File: config.mk
export PLATFORM = sky130hd
export DESIGN_NAME = ex_stage_flat
export DESIGN_NICKNAME = d
export VERILOG_FILES = /design/src/rtl/ex_stage_if.sv /design/src/rtl/ex_stage.sv /design/src/flat_wrapper.sv
export SDC_FILE = /design/constraint.sdc
export NUM_CORES = 1
export LEC_CHECK = 0
export BUFFER_PORTS_ARGS = -buffer_cell sky130_fd_sc_hd__buf_2
export CAP_MARGIN = 20
export CORE_MARGIN = 4
export CORE_UTILIZATION = 35
export DETAILED_ROUTE_END_ITERATION = 12
export MAX_ROUTING_LAYER = met4
export SYNTH_ARGS = -nofsm -noshare
export SYNTH_HDL_FRONTEND = slang
export SYNTH_SLANG_ARGS = --single-unit
File: constraint.sdc
create_clock -name clk -period 5.95 [get_ports clk]
set_input_delay 0.2975 -clock clk [delete_from_list [all_inputs] [get_ports clk]]
set_output_delay 0.2975 -clock clk [all_outputs]
set_load 0.005 [all_outputs]
File: src/rtl/ex_stage_if.sv
// EX-stage bundle: ID/EX fields, MEM/WB writeback feedback and the EX/MEM register outputs.
// The ID/EX side drives through master; ex_stage consumes through slave.
interface ex_stage_if;
  logic        flush;
  logic        stall;
  logic [4:0]  rs;
  logic [4:0]  rt;
  logic [4:0]  rd;
  logic        Regdst;
  logic        MemRead;
  logic        MemtoReg;
  logic        MemWrite;
  logic        ALUsrc;
  logic        RegWrite;
  logic [1:0]  ALUOp;
  logic [31:0] Immediate;
  logic [31:0] read1;
  logic [31:0] read2;
  logic        wb_RegWrite;
  logic [4:0]  wb_rd;
  logic [31:0] wb_data;
  logic [31:0] alu_result;
  logic [31:0] store_data;
  logic [4:0]  dest;
  logic        zero;
  logic        MemReadout;
  logic        MemWriteout;
  logic        MemtoRegout;
  logic        RegWriteout;

  modport master (
    output flush, stall, rs, rt, rd, Regdst, MemRead, MemtoReg, MemWrite, ALUsrc,
           RegWrite, ALUOp, Immediate, read1, read2, wb_RegWrite, wb_rd, wb_data,
    input  alu_result, store_data, dest, zero, MemReadout, MemWriteout, MemtoRegout,
           RegWriteout
  );

  modport slave (
    input  flush, stall, rs, rt, rd, Regdst, MemRead, MemtoReg, MemWrite, ALUsrc,
           RegWrite, ALUOp, Immediate, read1, read2, wb_RegWrite, wb_rd, wb_data,
    output alu_result, store_data, dest, zero, MemReadout, MemWriteout, MemtoRegout,
           RegWriteout
  );
endinterface

File: src/rtl/ex_stage.sv
// MIPS execute stage: operand forwarding, ALU, and the EX/MEM pipeline register.
// Every output is registered; forwarding reads the EX/MEM registers themselves.
module ex_stage (
  input logic      clk,
  input logic      reset,
  ex_stage_if.slave bus
);
  logic [31:0] alu_result_reg;
  logic [31:0] store_data_reg;
  logic [4:0]  dest_reg;
  logic        zero_reg;
  logic        mem_read_reg;
  logic        mem_write_reg;
  logic        mem_to_reg_reg;
  logic        reg_write_reg;

  logic [31:0] fwd_a;
  logic [31:0] fwd_b;
  logic [31:0] alu_b;
  logic [31:0] alu_next;
  logic [4:0]  dest_next;
  logic [5:0]  funct;
  logic [4:0]  shamt;

  assign funct = bus.Immediate[5:0];
  assign shamt = bus.Immediate[10:6];

  // EX/MEM outranks MEM/WB because it holds the younger result; r0 never forwards.
  always_comb begin
    fwd_a = bus.read1;
    if (reg_write_reg && (dest_reg != 5'd0) && (dest_reg == bus.rs))
      fwd_a = alu_result_reg;
    else if (bus.wb_RegWrite && (bus.wb_rd != 5'd0) && (bus.wb_rd == bus.rs))
      fwd_a = bus.wb_data;

    fwd_b = bus.read2;
    if (reg_write_reg && (dest_reg != 5'd0) && (dest_reg == bus.rt))
      fwd_b = alu_result_reg;
    else if (bus.wb_RegWrite && (bus.wb_rd != 5'd0) && (bus.wb_rd == bus.rt))
      fwd_b = bus.wb_data;
  end

  assign alu_b     = bus.ALUsrc ? bus.Immediate : fwd_b;
  assign dest_next = bus.Regdst ? bus.rd : bus.rt;

  always_comb begin
    alu_next = 32'd0;
    case (bus.ALUOp)
      2'b00: alu_next = fwd_a + alu_b;
      2'b01: alu_next = fwd_a - alu_b;
      2'b11: alu_next = {31'd0, ($signed(fwd_a) < $signed(alu_b))};
      default: begin
        case (funct)
          6'b100000: alu_next = fwd_a + alu_b;
          6'b100010: alu_next = fwd_a - alu_b;
          6'b100100: alu_next = fwd_a & alu_b;
          6'b100101: alu_next = fwd_a | alu_b;
          6'b101010: alu_next = {31'd0, ($signed(fwd_a) < $signed(alu_b))};
          6'b000000: alu_next = alu_b << shamt;
          default:   alu_next = 32'd0;
        endcase
      end
    endcase
  end

  // Flush outranks stall so a bubble still gets inserted while the pipe is held.
  always_ff @(posedge clk) begin
    if (reset) begin
      alu_result_reg <= 32'd0;
      store_data_reg <= 32'd0;
      dest_reg       <= 5'd0;
      zero_reg       <= 1'b0;
      mem_read_reg   <= 1'b0;
      mem_write_reg  <= 1'b0;
      mem_to_reg_reg <= 1'b0;
      reg_write_reg  <= 1'b0;
    end else if (bus.flush) begin
      alu_result_reg <= alu_next;
      store_data_reg <= fwd_b;
      dest_reg       <= dest_next;
      zero_reg       <= (alu_next == 32'd0);
      mem_read_reg   <= 1'b0;
      mem_write_reg  <= 1'b0;
      mem_to_reg_reg <= 1'b0;
      reg_write_reg  <= 1'b0;
    end else if (!bus.stall) begin
      alu_result_reg <= alu_next;
      store_data_reg <= fwd_b;
      dest_reg       <= dest_next;
      zero_reg       <= (alu_next == 32'd0);
      mem_read_reg   <= bus.MemRead;
      mem_write_reg  <= bus.MemWrite;
      mem_to_reg_reg <= bus.MemtoReg;
      reg_write_reg  <= bus.RegWrite;
    end
  end

  assign bus.alu_result  = alu_result_reg;
  assign bus.store_data  = store_data_reg;
  assign bus.dest        = dest_reg;
  assign bus.zero        = zero_reg;
  assign bus.MemReadout  = mem_read_reg;
  assign bus.MemWriteout = mem_write_reg;
  assign bus.MemtoRegout = mem_to_reg_reg;
  assign bus.RegWriteout = reg_write_reg;
endmodule

File: src/flat_wrapper.sv
// flat-port wrapper written by rule: the top's interface ports become plain ports
module ex_stage_flat 
  (clk, reset, bus_flush, bus_stall, bus_rs, bus_rt, bus_rd, bus_Regdst, bus_MemRead, bus_MemtoReg, bus_MemWrite, bus_ALUsrc, bus_RegWrite, bus_ALUOp, bus_Immediate, bus_read1, bus_read2, bus_wb_RegWrite, bus_wb_rd, bus_wb_data, bus_alu_result, bus_store_data, bus_dest, bus_zero, bus_MemReadout, bus_MemWriteout, bus_MemtoRegout, bus_RegWriteout);
  ex_stage_if bus_i ();
  input logic clk;
  input logic reset;
  input wire logic [$bits(bus_i.flush)-1:0] bus_flush;
  input wire logic [$bits(bus_i.stall)-1:0] bus_stall;
  input wire logic [$bits(bus_i.rs)-1:0] bus_rs;
  input wire logic [$bits(bus_i.rt)-1:0] bus_rt;
  input wire logic [$bits(bus_i.rd)-1:0] bus_rd;
  input wire logic [$bits(bus_i.Regdst)-1:0] bus_Regdst;
  input wire logic [$bits(bus_i.MemRead)-1:0] bus_MemRead;
  input wire logic [$bits(bus_i.MemtoReg)-1:0] bus_MemtoReg;
  input wire logic [$bits(bus_i.MemWrite)-1:0] bus_MemWrite;
  input wire logic [$bits(bus_i.ALUsrc)-1:0] bus_ALUsrc;
  input wire logic [$bits(bus_i.RegWrite)-1:0] bus_RegWrite;
  input wire logic [$bits(bus_i.ALUOp)-1:0] bus_ALUOp;
  input wire logic [$bits(bus_i.Immediate)-1:0] bus_Immediate;
  input wire logic [$bits(bus_i.read1)-1:0] bus_read1;
  input wire logic [$bits(bus_i.read2)-1:0] bus_read2;
  input wire logic [$bits(bus_i.wb_RegWrite)-1:0] bus_wb_RegWrite;
  input wire logic [$bits(bus_i.wb_rd)-1:0] bus_wb_rd;
  input wire logic [$bits(bus_i.wb_data)-1:0] bus_wb_data;
  output wire logic [$bits(bus_i.alu_result)-1:0] bus_alu_result;
  output wire logic [$bits(bus_i.store_data)-1:0] bus_store_data;
  output wire logic [$bits(bus_i.dest)-1:0] bus_dest;
  output wire logic [$bits(bus_i.zero)-1:0] bus_zero;
  output wire logic [$bits(bus_i.MemReadout)-1:0] bus_MemReadout;
  output wire logic [$bits(bus_i.MemWriteout)-1:0] bus_MemWriteout;
  output wire logic [$bits(bus_i.MemtoRegout)-1:0] bus_MemtoRegout;
  output wire logic [$bits(bus_i.RegWriteout)-1:0] bus_RegWriteout;
  assign bus_i.flush = bus_flush;
  assign bus_i.stall = bus_stall;
  assign bus_i.rs = bus_rs;
  assign bus_i.rt = bus_rt;
  assign bus_i.rd = bus_rd;
  assign bus_i.Regdst = bus_Regdst;
  assign bus_i.MemRead = bus_MemRead;
  assign bus_i.MemtoReg = bus_MemtoReg;
  assign bus_i.MemWrite = bus_MemWrite;
  assign bus_i.ALUsrc = bus_ALUsrc;
  assign bus_i.RegWrite = bus_RegWrite;
  assign bus_i.ALUOp = bus_ALUOp;
  assign bus_i.Immediate = bus_Immediate;
  assign bus_i.read1 = bus_read1;
  assign bus_i.read2 = bus_read2;
  assign bus_i.wb_RegWrite = bus_wb_RegWrite;
  assign bus_i.wb_rd = bus_wb_rd;
  assign bus_i.wb_data = bus_wb_data;
  assign bus_alu_result = bus_i.alu_result;
  assign bus_store_data = bus_i.store_data;
  assign bus_dest = bus_i.dest;
  assign bus_zero = bus_i.zero;
  assign bus_MemReadout = bus_i.MemReadout;
  assign bus_MemWriteout = bus_i.MemWriteout;
  assign bus_MemtoRegout = bus_i.MemtoRegout;
  assign bus_RegWriteout = bus_i.RegWriteout;
  ex_stage u_core (.clk(clk), .reset(reset), .bus(bus_i));
endmodule
### After elaboration in Yosys (flattened, before gate mapping)

Cells that the tools add are included.

| cells by class | value |
|---|---|
| add/subtract/negate cells | 2 |
| order comparisons | 1 |
| equal/unequal tests | 12 |
| shifts and indexed selects | 1 |
| multiplexer cells | 16 |
| bitwise operators | 2 |
| reduce and logical (&&, ||, !) cells | 12 |

Operators by type and width:

| kind | number |
|---|---|
| 2-to-1 mux 32 bit | 9 |
| one-hot mux 32 bit (6 select lines) | 1 |
| one-hot mux 32 bit (3 select lines) | 1 |
| adder 32 bit | 1 |
| bitwise AND 32 bit | 1 |
| zero test 32 bit | 1 |
| < comparator 32 bit | 1 |
| bitwise OR 32 bit | 1 |
| << shifter 32 x 5 -> 32 bit | 1 |
| subtractor 32 bit | 1 |
| equality test 6 bit (second input constant) | 5 |
| equality test 5 bit | 4 |
| 2-to-1 mux 5 bit | 3 |
| nonzero test 5 bit | 2 |
| logical AND 1 bit | 6 |
| zero test 6 bit | 1 |
| equality test 2 x 1 -> 1 bit (second input constant) | 1 |
| equality test 2 bit (second input constant) | 1 |
| zero test 2 bit | 1 |
| 2-to-1 mux 1 bit | 2 |
| inequality test 2 bit (second input constant) | 1 |
| OR reduction 2 bit | 1 |

| storage, ports and cells | value |
|---|---|
| flip-flop bits (word level) | 74 |
| input bits | 161 |
| word-level logic and storage cells | 54 |

### Logic depth before layout (Yosys ltp)

Gate-level depths: netlist of the first run.

| logic depth | value |
|---|---|
| depth after elaboration | 12 |
| depth in mapped cells | 23 |

### Worst setup path before layout of the first run

No wires, ideal clock.

| timing | value |
|---|---|
| path type | flip-flop to flip-flop |
| from | reg u_core.dest_reg[4] (netlist: u_core.bus.dest[4]) |
| to | reg u_core.zero_reg (netlist: u_core.bus.zero) |
| setup time | 0.059 ns |
| arrival | 5.828 ns |
| slack | 0.064 ns |
| stages on the path, launching flop included | 22 |
| path buffers | 3 |
| clock period less this slack | 5.886 ns |
| path through | dfxtp_1 -> or4_1 -> o211ai_2 -> clkbuf_1 -> clkbuf_1 -> nor3_1 -> a311oi_1 -> a21oi_1 -> ha_1 -> clkbuf_1 -> a21oi_1 -> o21bai_1 -> or4_1 -> o21ai_0 -> a41oi_1 -> a21boi_0 -> a311oi_1 -> or3_1 -> a2111o_1 -> nor4_1 -> and4_1 -> a31o_1 |

| on the way | value |
|---|---|
| longest elaborated chain between the ends | 11 |
| elaborated cells on any way between the ends | 20 |

RTL lines:

| item | line | RTL |
|---|---|---|
| start, declared | ex_stage.sv:10 | `logic [4:0] dest_reg;` |
| start signal, assigned | ex_stage.sv:80 | `dest_reg <= dest_next;` |
| start signal, assigned | ex_stage.sv:89 | `dest_reg <= dest_next;` |
| nonzero test 5 bit | ex_stage.sv:31, ex_stage.sv:37 |  |
| logical AND 1 bit | ex_stage.sv:31, ex_stage.sv:37 |  |
| logical AND 1 bit | ex_stage.sv:37 | `if (reg_write_reg && (dest_reg != 5'd0) && (dest_reg == bus.rt))` |
| 2-to-1 mux 32 bit | ex_stage.sv:37 |  |
| 2-to-1 mux 32 bit | ex_stage.sv:43 | `assign alu_b = bus.ALUsrc ? bus.Immediate : fwd_b;` |
| subtractor 32 bit (tied with other cells) | ex_stage.sv:50, ex_stage.sv:55 |  |
| one-hot mux 32 bit (6 select lines) | ex_stage.sv:53 | `case (funct)` |
| one-hot mux 32 bit (3 select lines) * | ex_stage.sv:48 | `case (bus.ALUOp)` |
| zero test 32 bit * | ex_stage.sv:81, ex_stage.sv:90 |  |
| 2-to-1 mux 1 bit | ex_stage.sv:86 | `end else if (!bus.stall) begin` |
| 2-to-1 mux 1 bit * | ex_stage.sv:77 | `end else if (bus.flush) begin` |
| end signal, assigned | ex_stage.sv:81 | `zero_reg <= (alu_next == 32'd0);` |
| end signal, assigned | ex_stage.sv:90 | `zero_reg <= (alu_next == 32'd0);` |
| end, declared | ex_stage.sv:11 | `logic zero_reg;` |

Every way passes the cells marked *; elsewhere a longest branch is shown, timed or not. The select of a mux whose other input is x is not followed.
A chain may end at the register's enable or synchronous reset.

### Final worst setup path of the first run

| timing | value |
|---|---|
| from | reg u_core.dest_reg[0] (netlist: u_core.bus.dest[0]) |
| to | reg u_core.zero_reg (netlist: u_core.bus.zero) |

Same word-level chain as after synthesis.

==> out/metrics.yaml, run 1 <==
drc_errors: 0
yosysUniqueCellTypes: 83
rows: 69
netlist_area_sq_mm: 0.0127
crit_path_top_delay_cell: "or4_4"
cp_max_fo: 22
grt_usage_pct: 36.4
slew_violations: 0
layout_min_cycle_time_ps: 5790
min_period_over_period_pct: 97.3
cts_tree: "done"
cts_buffer_depth: 2
ys_warn_count: 0
maxSlewHeadroom_pct: 32.9
max-vdd-ir-drop_uv: 157
holdBufCountCts: 0
grt_max_degree: 76
route.vias.total: 17822
critical_path.startpoint_type: "flip-flop"
postRouteAntennaNets: 0
crit_type: "reg -> reg"
setup_ws_ps: 159
path_cells: "or4_4 > o211ai_4 > buf_6 > buf_12 > nor3_1 > a311oi_1 > a21oi_1 > buf_4 > ha_1 > nor2_1 > o311a_4 > or4bb_4 > a21oi_4 > o211a_1 > o211ai_1 > a31oi_1 > a31oi_1 > or3_4 > a2111o_1 > nor4_2 > and4_1 > a31o_1"
cp_common_cell: "a31oi_1"
power_uw: 3070
place_ws_ps: -445
synthTopCellsByCount: "196 x nand2_1, 185 x nor2_1, 162 x a21oi_1"
design.die.area_sq_mm: 0.0393
synth_largest_area_cell: "dfxtp_1"
ys_top_cells_by_area: "dfxtp_1 12%, ha_1 9.7%, a21oi_1 6.4%"
synth-main-ff-cell: "dfxtp_1"
nFillCells: 3672
seq_area_frac_synth_pct: 11.7
holdCritPathClass: "in -> reg"
htree_levels: 3
finalSetupViolations: 0
clkSinkCount: 74
drv_cap: 0
cts_root_buffer: "clkbuf_16"
r2r_cells: 22
antenna_found_initial: 1
worst_pin_slew_ps: 1000
floorplan.initialDensity_pct: 35.6
hold_path_depth: 2
core_sq_mm: 0.0357
die_y_um: 198
tns_ps: 0
hold_viol: 0
skew_ps: 6.18
wire_per_inst_um: 25.5
clk_pin_slew_ps: 60
p_per_area_mw_per_mm2: 170
ios: 235
synthArstFlopShare_pct: 0
io_buffers: 234
fmax_mhz: 173
area_growth_pct: 42.3
cp.arrival_ps: 6090
outcome: "complete, no violations"
dr.first_iter.drc_count: 1769
drive_gt1_share_pct: 32.7
dr.pass1.iters: 8
yosysTopAreaCellShare_pct: 11.7
ff2ff_setup_slack_ps: 160
end_kind: "flip-flop"
clock_latency_ps: 360
synth_most_common_cell: "nand2_1"
hp-start: "bus_flush"
slowest_delay_ps: 560
syn_avg_cell_area_sq_um: 6.71
grt_first_pass_wirelength_um: 107000
drt_wl_total_um: 74000
grt-ovfl-total: 0
ys_seq_elements: 74
p_leak_uw: 0.00815
r2r-end: "u_core.bus.zero"
netlist_instances: 1890
grt_pass1_vias: 17132
syn_nets: 2151
holdPathEnd: "u_core.bus.RegWriteout"
setup.worst_path.start: "u_core.bus.dest[0]"
nNetsFinal: 2694
gp_congestion: 1.05
die_x_um: 198
r2r-start: "u_core.bus.dest[0]"
viasPerCell: 6.15
hpwl_um: 59300
synth_edf_count: 0
numCtsBuffers: 9
critPathRequiredTime_ps: 6250
[cell usage in the layout (no fill, tap or decap), types with 16 or more instances in the layout]
| cell | synthesis | final |
|---|---|---|
| xnor2_1 | 42 | 41 |
| nand3_1 | 56 | 56 |
| nor3_1 | 76 | 75 |
| a221oi_1 | 20 | 18 |
| a21oi_1 | 162 | 155 |
| o32ai_1 | 16 | 16 |
| a31oi_1 | 22 | 21 |
| o21ai_0 | 134 | 114 |
| mux2i_1 | 73 | 72 |
| nand2_1 | 196 | 196 |
| a311oi_1 | 51 | 40 |
| inv_1 | 107 | 107 |
| a211oi_1 | 58 | 55 |
| o22ai_1 | 38 | 37 |
| buf_4 | 1 | 433 |
| dfxtp_1 | 74 | 72 |
| nor2_1 | 185 | 181 |
| ha_1 | 98 | 94 |
| o21ai_1 | 1 | 16 |
| buf_2 | 4 | 235 |
[report_power, final]
part	internal, uW	total, uW	switching (uW)
Sequential	539	581	42.4
Combinational	839	1910	1070
Clock	328	585	257
Total	1710	3070	1370
[area by class of cell]
cell class	instances	area, sq um	area share, %
diodes	1	2.50	0.0139
flip-flops and latches	74	1480	8.22
clock inverters	7	76.3	0.423
well taps	461	577	3.20
clock buffers	9	225	1.25
inverters	111	417	2.31
repair buffers	681	4650	25.8
multi-input cells	1556	10600	58.8
[metal layers]
metal	vias up	part of all wire [%]	GRT usage (%)
li1	8161	-	-
met3	172	7.6	5.31
met5	-	0	-
met2	887	47	59.5
met4	0	5.7	16.5
met1	8602	39	44.4
[critical path, delay by kind of cell (launching register included)]
kind            cells  cell delay [ps]
flops               1              350
fa+ha+maj           1              330
simple gates        7             2240
buf+inv             3              510
compound gates     11             2310
[timing repair]
item / CTS / global route
pin swaps: 2 / 29
cloned: 0 / 2
setup buffers: 0 / 6
endpoints found under the setup margin: 6 / 5
gates resized for setup: 23 / 81
[how the worst max path moves through the flow]
| stage | end | depth (start not counted) | slack (ps) |
|---|---|---|---|
| detailed placement | u_core.bus.zero | 22 | -440 |
| global placement | u_core.bus.zero | 22 | -480 |
| CTS | u_core.bus.zero | 23 | 6 |
| floorplan | u_core.bus.zero | 21 | 60 |
| finish | u_core.bus.zero | 22 | 160 |
| global route | u_core.bus.zero | 25 | -60 |
[metrics by stage]
step / instance area, sq um / std cells / hold WS [ps] / utilization (%)
final: 18000 / 2900 / 220 / 50.6
after global routing: 18000 / 2900 / 234 / 50.6
after CTS: 17600 / 2891 / 215 / 49.4
after detailed placement: 17200 / 2875 / 448 / 48.4
after global placement: 17200 / 2875 / 437 / 48.4
after floorplan: 12700 / 1890 / 377 / -
[cell families (layout without fill, tap and decap cells)]
group                    Yosys count  count (layout)  synth area share (%)
AO/OA/AOI/OAI                    689             689                  36.8
AND/OR/NAND/NOR                  631             631                  22.8
buffers and inverters            260             808                  7.83
adder cells (fa/ha/maj)          100             100                  9.99
multiplexers                      84              84                  7.27
flip-flops                        74              74                  11.7
XOR/XNOR                          52              52                  3.59
other                              0               1                     0
Note: power is estimated with default switching activity, not from simulation.
==> inputs of run 2 (changes only) <==
--- a/config.mk
+++ b/config.mk
@@ -6,7 +6,6 @@
 export NUM_CORES = 1
 export LEC_CHECK = 0
 export BUFFER_PORTS_ARGS = -buffer_cell sky130_fd_sc_hd__buf_2
-export CAP_MARGIN = 20
 export CORE_MARGIN = 4
 export CORE_UTILIZATION = 35
 export DETAILED_ROUTE_END_ITERATION = 12
==> constraint.sdc (replaced) <==
create_clock -name clk -period 5.95 [get_ports clk]
set_input_delay 0.595 -clock clk [delete_from_list [all_inputs] [get_ports clk]]
set_output_delay 0.595 -clock clk [all_outputs]
set_load 0.005 [all_outputs]
==> out/metrics.yaml, run 2 (synthesized netlist as in run 1, its figures left out) <==
htree_levels: 3  # unchanged
r2r_cells: 21  # -4.5%
wire_per_inst_um: 24.6  # -3.6%
nFillCells: 3602  # -1.9%
postRouteAntennaNets: 0  # unchanged
p_per_area_mw_per_mm2: 175  # +3.1%
min_period_over_period_pct: 100  # +3.1 points
design.die.area_sq_mm: 0.0393  # unchanged
r2r-start: "u_core.bus.dest[4]"
max-vdd-ir-drop_uv: 149  # -5.4%
final_cells: 2900  # unchanged
r2r-end: "u_core.bus.zero"
multiInputGateArea_sq_mm: 0.0106  # +0.24%
skew_ps: 10.9  # +4.77 ps
drv_cap: 0  # unchanged
hold_path_depth: 2  # unchanged
p_leak_uw: 0.00819  # +0.53%
grt_max_degree: 76  # unchanged
outcome: "finished with violations"
slew_violations: 0  # unchanged
ff2ff_setup_slack_ps: 0  # -160 ps
grt-ovfl-total: 0  # unchanged
grt_usage_pct: 35.2  # -1.1 points
clkSinkCount: 74  # unchanged
cp_common_cell: "buf_4"
maxSlewHeadroom_pct: 3.65  # -29 points
die_x_um: 198  # unchanged
violations: "setup timing"
hp-start: "u_core.bus.store_data[27]"
p_seq_share_pct: 18.2  # -0.7 points
holdPathEnd: "u_core.bus.store_data[27]"
area_growth_pct: 43.0
fmax_mhz: 167  # -3.1%
io_buffers: 234  # unchanged
final-seq-area_sq_mm: 0.00148  # -0.17%
final_cell_mix: "434 x buf_4, 234 x buf_2, 196 x nand2_1, 183 x nor2_1, 151 x a21oi_1"
critical_path.startpoint_type: "input port"
floorplan.initialDensity_pct: 35.6  # unchanged
core_sq_mm: 0.0357  # unchanged
p_clk_share_pct: 22.3  # +3.3 points
path_cells: "buf_2 > or4_4 > nor2_1 > nor4_2 > buf_4 > buf_4 > mux2i_1 > o21ai_1 > ha_1 > buf_4 > or3_4 > nor4b_4 > o21ai_2 > a31oi_2 > o211ai_1 > and2_4 > a2111oi_4 > nand4_1 > a221oi_4 > nand4_1 > nor4bb_1 > and4_1 > a31o_1"
grt_first_pass_wirelength_um: 104000  # -2.7%
end_kind: "flip-flop"
rows: 69  # unchanged
dr.pass1.iters: 6  # -2
critPathBufInv: 4  # +1
finalSetupViolations: 1  # +1
internal_power_uw: 1830  # +7.4%
comb_power_share_pct: 59.6  # -2.4 points
dr.first_iter.drc_count: 1872  # +5.8%
holdCritPathClass: "reg -> reg"
cp.arrival_ps: 6290  # +200 ps
antenna_found_initial: 0  # -1
crit_path_top_delay_cell: "or4_4"
numCtsBuffers: 9  # unchanged
clock_latency_ps: 360  # about the same
hold_viol: 0  # unchanged
gp_congestion: 1.12  # +7.2%
drc_errors: 0  # unchanged
final_area_sq_mm: 0.0181  # +0.52%
critPathRequiredTime_ps: 6260  # about the same
place_ws_ps: -1170  # -722 ps
slowest_delay_ps: 540  # -20 ps
viasPerCell: 6.18  # +0.54%
drive_gt1_share_pct: 32.7  # unchanged
setup_ws_ps: -25.9  # -185 ps
ios: 235  # unchanged
worst_pin_slew_ps: 1410  # +405 ps
route.vias.total: 17919  # +0.54%
grt_pass1_vias: 16948  # -1.1%
switching_share_pct: 42.4  # -2.0 points
die_y_um: 198  # unchanged
switchingPower_uw: 1350  # -1.1%
cp_max_fo: 8  # -64%
layout_min_cycle_time_ps: 5980  # +185 ps
cts_tree: "done"
hold-worst-slack_ps: 454  # +233 ps
cts_buffer_depth: 2  # unchanged
placed_area_sq_mm: 0.0172  # about the same
hpwl_um: 57500  # -3.0%
grt_setup_unrepaired: "yes"
cts_root_buffer: "clkbuf_16"
nNetsFinal: 2694  # unchanged
clk_pin_slew_ps: 70  # about the same
mostFrequentLayoutCell: "buf_4"
crit_type: "in -> reg"
power_uw: 3180  # +3.6%
numPlacedInstances: 2867  # -0.28%
path_delay_family: "simple AND/OR/NAND/NOR gates"
drt_wl_total_um: 71300  # -3.6%
==> run 2: cell count changes in the layout (fill, tap and decap cells not counted), moves of 3 or more <==
cell       delta
a21oi_2       +5
a311oi_2      +4
a21oi_1       -4
a311oi_1      -4
bufinv_16     +3
==> run 2: how the worst max path moves through the flow <==
stage                       startpoint              end  slack [ps]  cells after the start
after floorplan           bus_wb_rd[0]  u_core.bus.zero          10                     21
after global placement    bus_wb_rd[0]  u_core.bus.zero       -1150                     23
after detailed placement  bus_wb_rd[0]  u_core.bus.zero       -1170                     23
after CTS                 bus_wb_rd[0]  u_core.bus.zero          10                     27
after global routing      bus_wb_rd[0]  u_core.bus.zero        -180                     24
final                     bus_wb_rd[0]  u_core.bus.zero         -30                     23
==> run 2: through the flow <==
stage / setup TNS [ps] / utilization, %
2_1_floorplan: 0 / -
3_5_place_dp: -3540 / 48.3
5_1_grt: -192 / 50.9
6_report: -25.9 / 50.9
3_3_place_gp: -2830 / 48.3
4_1_cts: 0 / 49.8
==> run 2: area by class of cell <==
class / count / area share [%]
clock inverters: 6 / 0.759
multi-input cells: 1556 / 58.7
well taps: 461 / 3.18
repair buffers: 681 / 25.7
flip-flops and latches: 74 / 8.17
inverters: 111 / 2.30
clock buffers: 10 / 1.26
diodes: 1 / 0.0138
==> run 2: repair_timing <==
| action | 4_1_cts | 5_1_grt |
|---|---|---|
| resized for setup | 33 | 64 |
| hold buffers | 0 | 0 |
| buffers inserted | 3 | 13 |
| pin swaps | 15 | 44 |
| setup endpoints to repair | 3 | 7 |
| cloned | 1 | 0 |
==> run 2: worst reg2reg max path, stage by stage, from the launching register on <==
cell       delay [ps]
dfxtp_1           340
or4_1             570
o21ai_0           220
nor4_2             70
buf_4             200
buf_4             180
o21ai_1           410
ha_1              350
buf_4             170
or3_4             390
nor4b_4           300
o21ai_2           130
a31oi_2           250
o211ai_1          220
and2_4            240
a2111oi_4         310
nand4_1           190
a221oi_4          390
nand4_1           310
nor4bb_1          310
and4_1            210
a31o_1            140
==> run 2: power groups by stage <==
stage	Combinational (uW)	Sequential (uW)	Clock [uW]
3_5_place_dp	1760	587	0
6_report	1900	578	709
5_1_grt	2010	581	735
4_1_cts	1800	577	712
2_1_floorplan	874	585	0
3_3_place_gp	1750	586	0
==> run 2: routing by layer <==
metal  vias to the layer above  GRT usage [%]  share of wire [%]
li1                       8176              -                  -
met1                      8577           44.1                 40
met2                       949           55.6                 46
met3                       217           4.36                7.4
met4                         0           18.4                6.7
met5                         -              -                  0
